### config.mk
export PLATFORM = sky130hd
export DESIGN_NAME = instr_fetch_unit
export DESIGN_NICKNAME = d
export VERILOG_FILES = /design/src/rtl/cpu_pkg.sv /design/src/rtl/instr_fetch_unit.sv
export SDC_FILE = /design/constraint.sdc
export NUM_CORES = 1
export LEC_CHECK = 0
export BUFFER_PORTS_ARGS = -buffer_cell sky130_fd_sc_hd__buf_2
export CORE_MARGIN = 4
export CORE_UTILIZATION = 35
export CTS_BUF_LIST = sky130_fd_sc_hd__clkbuf_4 sky130_fd_sc_hd__clkbuf_8
export CTS_CLUSTER_SIZE = 12
export DETAILED_ROUTE_END_ITERATION = 8
export PLACE_DENSITY = 0.51
export SLEW_MARGIN = 20
export SYNTH_ARGS = -nofsm -noshare
export SYNTH_HDL_FRONTEND = slang
export SYNTH_SLANG_ARGS = --single-unit
### constraint.sdc
create_clock -name clk -period 6.35 [get_ports clk]
set_clock_uncertainty 0.05 [all_clocks]
set_input_delay 1.27 -clock clk [delete_from_list [all_inputs] [get_ports clk]]
set_output_delay 1.27 -clock clk [all_outputs]
set_load 0.01 [all_outputs]
### src/rtl/cpu_pkg.sv
// Shared CPU definitions: widths, opcodes, instruction field positions and
// the fetch state encoding. Imported by the fetch unit and the decode stage.
package cpu_pkg;

  localparam int IW  = 19;  // instruction width, fixed by the ISA
  localparam int PCW = 5;   // program counter counts instructions
  localparam int AW  = 8;   // program-memory byte address width

  // Opcodes, instruction bits [18:15]
  localparam logic [3:0] OP_ADD    = 4'b0000;
  localparam logic [3:0] OP_CMP    = 4'b0001;
  localparam logic [3:0] OP_SUB    = 4'b0010;
  localparam logic [3:0] OP_INC    = 4'b0011;
  localparam logic [3:0] OP_MOV    = 4'b0100;
  localparam logic [3:0] OP_MVI_LD = 4'b0101;
  localparam logic [3:0] OP_MVI_ST = 4'b0110;
  localparam logic [3:0] OP_LD     = 4'b0111;
  localparam logic [3:0] OP_JZ     = 4'b1000;
  localparam logic [3:0] OP_JNZ    = 4'b1001;

  // Instruction field slice positions
  localparam int OPC_MSB   = 18;
  localparam int OPC_LSB   = 15;
  localparam int FLD_A_MSB = 14;
  localparam int FLD_A_LSB = 10;
  localparam int FLD_B_MSB = 9;
  localparam int FLD_B_LSB = 5;
  localparam int FLD_C_MSB = 4;
  localparam int FLD_C_LSB = 0;

  // Fetch FSM: F0..F2 request instruction bytes 0..2, HOLD presents pline
  typedef enum logic [1:0] {
    F0   = 2'd0,
    F1   = 2'd1,
    F2   = 2'd2,
    HOLD = 2'd3
  } fetch_state_t;

endpackage

### src/rtl/instr_fetch_unit.sv
// Instruction fetch unit: owns the PC, reads each 19-bit instruction as three
// little-endian bytes over the 8-bit program-memory bus and presents it to the
// decode stage. A taken jump (redirect) drops in-flight work and restarts the
// fetch at the target instruction.
//
// Handshakes:
//   memory : mem_rd is held with a stable mem_addr until mem_ack; mem_data is
//            sampled only in the mem_ack cycle. Dropping mem_rd (or moving the
//            address on a redirect) cancels the outstanding read.
//   decode : pline_valid stays high and pline stays stable until a cycle with
//            pline_ready=1; that cycle completes the transfer. pline_valid
//            never depends on pline_ready combinationally.
module instr_fetch_unit
  import cpu_pkg::*;
#(
  parameter int IW       = 19,
  parameter int AW       = 8,
  parameter int PCW      = 5,
  parameter int RESET_PC = 0
) (
  input  logic           clk,
  input  logic           rst,
  output logic [AW-1:0]  mem_addr,
  output logic           mem_rd,
  input  logic [7:0]     mem_data,
  input  logic           mem_ack,
  output logic [IW-1:0]  pline,
  output logic           pline_valid,
  input  logic           pline_ready,
  input  logic           redirect,
  input  logic [PCW-1:0] redirect_pc,
  output logic [PCW-1:0] pc
);

  fetch_state_t  state;
  logic [7:0]    byte0;
  logic [7:0]    byte1;
  logic [AW-1:0] base;
  logic          unused_hi;

  // Byte address of instruction p: p*3 as a shift-and-add, never overflows AW.
  function automatic logic [AW-1:0] base_of(input logic [PCW-1:0] p);
    return AW'({p, 1'b0}) + AW'(p);
  endfunction

  // Base address of the instruction currently being fetched.
  assign base = base_of(pc);

  // Upper bits of the third byte carry no instruction bits.
  assign unused_hi = ^mem_data[7:3];

  // Fetch FSM; all outputs are registered here. Reset beats redirect, and
  // redirect beats every state transition (including a coincident mem_ack).
  always_ff @(posedge clk) begin
    if (rst) begin
      state       <= F0;
      pc          <= PCW'(RESET_PC);
      mem_rd      <= 1'b0;
      mem_addr    <= '0;
      pline       <= '0;
      pline_valid <= 1'b0;
      byte0       <= '0;
      byte1       <= '0;
    end else if (redirect) begin
      state       <= F0;
      pc          <= redirect_pc;
      mem_rd      <= 1'b1;
      mem_addr    <= base_of(redirect_pc);
      pline_valid <= 1'b0;
    end else begin
      case (state)
        F0: begin
          // Straight out of reset no request is outstanding yet: issue it.
          if (!mem_rd) begin
            mem_rd   <= 1'b1;
            mem_addr <= base;
          end else if (mem_ack) begin
            byte0    <= mem_data;
            mem_addr <= base + AW'(1);
            state    <= F1;
          end
        end
        F1: begin
          if (mem_ack) begin
            byte1    <= mem_data;
            mem_addr <= base + AW'(2);
            state    <= F2;
          end
        end
        F2: begin
          if (mem_ack) begin
            pline       <= IW'({mem_data[2:0], byte1, byte0});
            pline_valid <= 1'b1;
            mem_rd      <= 1'b0;
            pc          <= pc + PCW'(1);
            state       <= HOLD;
          end
        end
        HOLD: begin
          // No prefetch: the next request starts once decode takes pline.
          if (pline_ready) begin
            pline_valid <= 1'b0;
            mem_rd      <= 1'b1;
            mem_addr    <= base;
            state       <= F0;
          end
        end
        default: state <= F0;
      endcase
    end
  end

endmodule

==> results.sh <==
export IMPL_outcome="finished clean"
export IMPL_drt_pass1_iterations=4
export IMPL_count_of_nets_after_finishing=425
export IMPL_synth_net_count=388
export IMPL_detail_route_wirelength_mm=6.74
export IMPL_worstPathCellList="buf_2 > nor2b_1 > nand3_1 > nand2_1 > a21oi_1"
export IMPL_timing_worst_setup_path_type="input port to flip-flop"
export IMPL_clk_pin_slew_ns=0.10
export IMPL_synth_distinct_cells=49
export IMPL_worstPathBufferInverterCount=1
export IMPL_post_cts_resized_instances=0
export IMPL_routed_via_count=2440
export IMPL_crit_path_arrival_time_ns=2.78
export IMPL_grt_antenna_before_repair=0
export IMPL_post_drt_via_cell_ratio=4.98
export IMPL_crit_slowest_cell="sky130_fd_sc_hd__nor2b_1"
export IMPL_boundaryPins=52
export IMPL_clock_insertion_delay_worst_skew_ns=0.31
export IMPL_finalCriticalPeriod_ns=2.67
export IMPL_finalMaxSlewViolations=0
export IMPL_clock_root_buffer="sky130_fd_sc_hd__clkbuf_8"
export IMPL_grt_usage_pct=14.6
export IMPL_drv_max_cap_violation_count=0
export IMPL_path_delay_family="simple AND/OR/NAND/NOR gates"
export IMPL_final_layout_size_suffix_gt1_share_pct=17.3
export IMPL_post_dp_hpwl_mm=4.95
export IMPL_synth_edf_count=0
export IMPL_area_growth_syn_to_layout_pct=14.5
export IMPL_hp_class="flip-flop to flip-flop"
export IMPL_tritoncts="done"
export IMPL_cp_startpoint="redirect"
export IMPL_power_density_mw_per_mm2=217
export IMPL_max_slew_worst_pin_slew_ns=0.922
export IMPL_die_area_mm2=0.00943
export IMPL_vdd_ir_drop_max_mv=0.0917
export IMPL_post_synth_cell_area_avg_um2=7.94
export IMPL_antenna_diode_count=0
export IMPL_netlist_area_mm2=0.00278
export IMPL_cp_data_required_time_ns=6.46
export IMPL_clock_sinks=52
export IMPL_placedInstanceArea_mm2=0.00306
export IMPL_cts_htree_levels=2
export IMPL_drt_antenna_violating_nets=0
export IMPL_post_cts_hold_buffer_count=0
export IMPL_row_count=32
export IMPL_start_util_pct=36.0
export IMPL_worst_setup_path_start_kind="input port"
export IMPL_cp_max_fo=32
export IMPL_layout_setup_ws_ns=3.68
export IMPL_fp_coreArea_mm2=0.00773
export IMPL_postSynthCellCount=350
export IMPL_synth_seq_cells=52
export IMPL_first_global_vias=2338
export IMPL_wire_per_inst_um=13.8
export IMPL_place_gp_congestion=0.766
export IMPL_crit_path_end_kind="flip-flop"
export IMPL_post_route_util_pct=41.2
export IMPL_post_route_drc_count=0
export IMPL_rsz0062_at_grt="false"
export IMPL_critical_path_reg2reg_startpoint="pc[0]"
export IMPL_grt_overflow_total=0
export IMPL_timing_slew_headroom_pct=38.5
export IMPL_share_of_async_settable_or_async_resettable_flops_after_synthesis_pct=0
export IMPL_critPathMaxStageDelay_ns=0.56
export IMPL_hold_path_startpoint="pline[1]"
export IMPL_grt_first_pass_wirelength_mm=11.5
export IMPL_finalSetupViolations=0
export IMPL_dr_first_iter_drc_count=73
export IMPL_fmax_ghz=0.375
export IMPL_finalCritPeriodShare_pct=42.0
export IMPL_final_hold_viol_count=0
export IMPL_yosysSeqAreaShare_pct=37.5
export IMPL_cts_path_max_buffers=2
export IMPL_post_route_cell_area_mm2=0.00318
export IMPL_cts_made_buffers=5
export IMPL_post_cts_repair_setup_buffers=0
export IMPL_pre_cts_slack_ns=3.22
export IMPL_chipHeight_um=97.1
export IMPL_fin_tns_setup_ns=0
export IMPL_main_flop_type_after_synthesis="sky130_fd_sc_hd__dfxtp_1"
export IMPL_grt_max_degree=52
export IMPL_numPortBuffers=51
export IMPL_die_x_extent_um=97.1
export IMPL_static_leakage_uw=0.00127
export IMPL_synthesis_yosys_warnings=0
==> flip-flops by register name, summed over array words and instances (netlist names) <==
name and cells:
pline_valid 1, mem_rd 1, byte0 8, mem_addr 8, byte1 8, pc 5
pline 19, state 2
==> path summary, 6_finish.rpt <==
kind / end / slack [ns] / cells after the start
max reg2reg: mem_addr[5] / 3.75 / 10
min reg2reg: pline[1] / 0.40 / 2
min: pline[1] / 0.40 / 2
max: byte0[5] / 3.68 / 5
==> cell usage in the layout (no fill, tap or decap), types with 9 or more instances in the layout <==
cell type,Yosys,routed
sky130_fd_sc_hd__a21oi_1,57,57
sky130_fd_sc_hd__buf_2,6,51
sky130_fd_sc_hd__dfxtp_1,52,52
sky130_fd_sc_hd__ha_1,18,18
sky130_fd_sc_hd__inv_1,18,18
sky130_fd_sc_hd__nand2_1,70,70
sky130_fd_sc_hd__nand3_1,12,12
sky130_fd_sc_hd__nor2_1,18,17
sky130_fd_sc_hd__nor3_1,9,9
==> cells in the mapped netlist, types with 5 or more instances <==
cell	count	area (um2)
sky130_fd_sc_hd__nand2_1	70	263
sky130_fd_sc_hd__a21oi_1	57	285
sky130_fd_sc_hd__dfxtp_1	52	1040
sky130_fd_sc_hd__ha_1	18	225
sky130_fd_sc_hd__inv_1	18	67.6
sky130_fd_sc_hd__nor2_1	18	67.6
sky130_fd_sc_hd__nand3_1	12	60.1
sky130_fd_sc_hd__clkbuf_1	10	37.5
sky130_fd_sc_hd__nor3_1	9	45.0
sky130_fd_sc_hd__buf_2	6	30.0
sky130_fd_sc_hd__a211oi_1	5	37.5
sky130_fd_sc_hd__nand2b_1	5	31.3
sky130_fd_sc_hd__o21ai_0	5	25.0
sky130_fd_sc_hd__xor2_1	5	43.8
==> worst reg2reg max path, delay by kind of cell, from the launching register on <==
family / cells / cell delay [ns]
compound gates: 1 / 0.24
fa+ha+maj: 3 / 1.07
buf+inv: 3 / 0.20
flops: 1 / 0.54
simple gates: 3 / 0.42
==> layer usage <==
| metal | part of all wire [%] | up-vias | GRT usage (%) |
|---|---|---|---|
| li1 | - | 1272 | - |
| met1 | 49 | 1126 | 19.8 |
| met2 | 47 | 37 | 23.8 |
| met3 | 3.3 | 5 | 3.16 |
| met4 | 0.85 | 0 | 3.24 |
| met5 | 0 | - | 0 |
==> cell type report <==
| type | instances | area (um2) |
|---|---|---|
| repair buffers | 51 | 255 |
| flip-flops and latches | 52 | 1040 |
| fillers | 830 | 4550 |
| clock inverters | 3 | 46.3 |
| inverters | 19 | 71.3 |
| clock buffers | 5 | 68.8 |
| multi-input cells | 258 | 1570 |
| well taps | 102 | 128 |
==> where the power goes <==
group / total (uW) / internal [uW] / switching (uW)
registers: 345 / 336 / 9.42
clock network: 236 / 119 / 117
logic: 108 / 43.1 / 65.1
total: 690 / 498 / 192
==> stage by stage <==
| step | total power (uW) | hold slack [ns] | cells |
|---|---|---|---|
| after global placement | 461 | 0.390 | 482 |
| after global routing | 730 | 0.430 | 490 |
| after CTS | 700 | 0.409 | 490 |
| after detailed placement | 462 | 0.395 | 482 |
| final | 690 | 0.405 | 490 |
| after floorplan | 429 | 0.382 | 350 |
==> logic make-up (layout without fill, tap and decap cells) <==
family / Yosys count / after routing / synth area share [%]
AO/OA/AOI/OAI: 92 / 92 / 21.1
XOR/XNOR: 9 / 9 / 3.11
adder cells (fa/ha/maj): 20 / 20 / 9.55
buffers and inverters: 40 / 78 / 6.08
flip-flops: 52 / 52 / 37.5
multiplexers: 3 / 3 / 1.08
AND/OR/NAND/NOR: 134 / 134 / 21.7
Note: power is estimated with default switching activity, not from simulation.
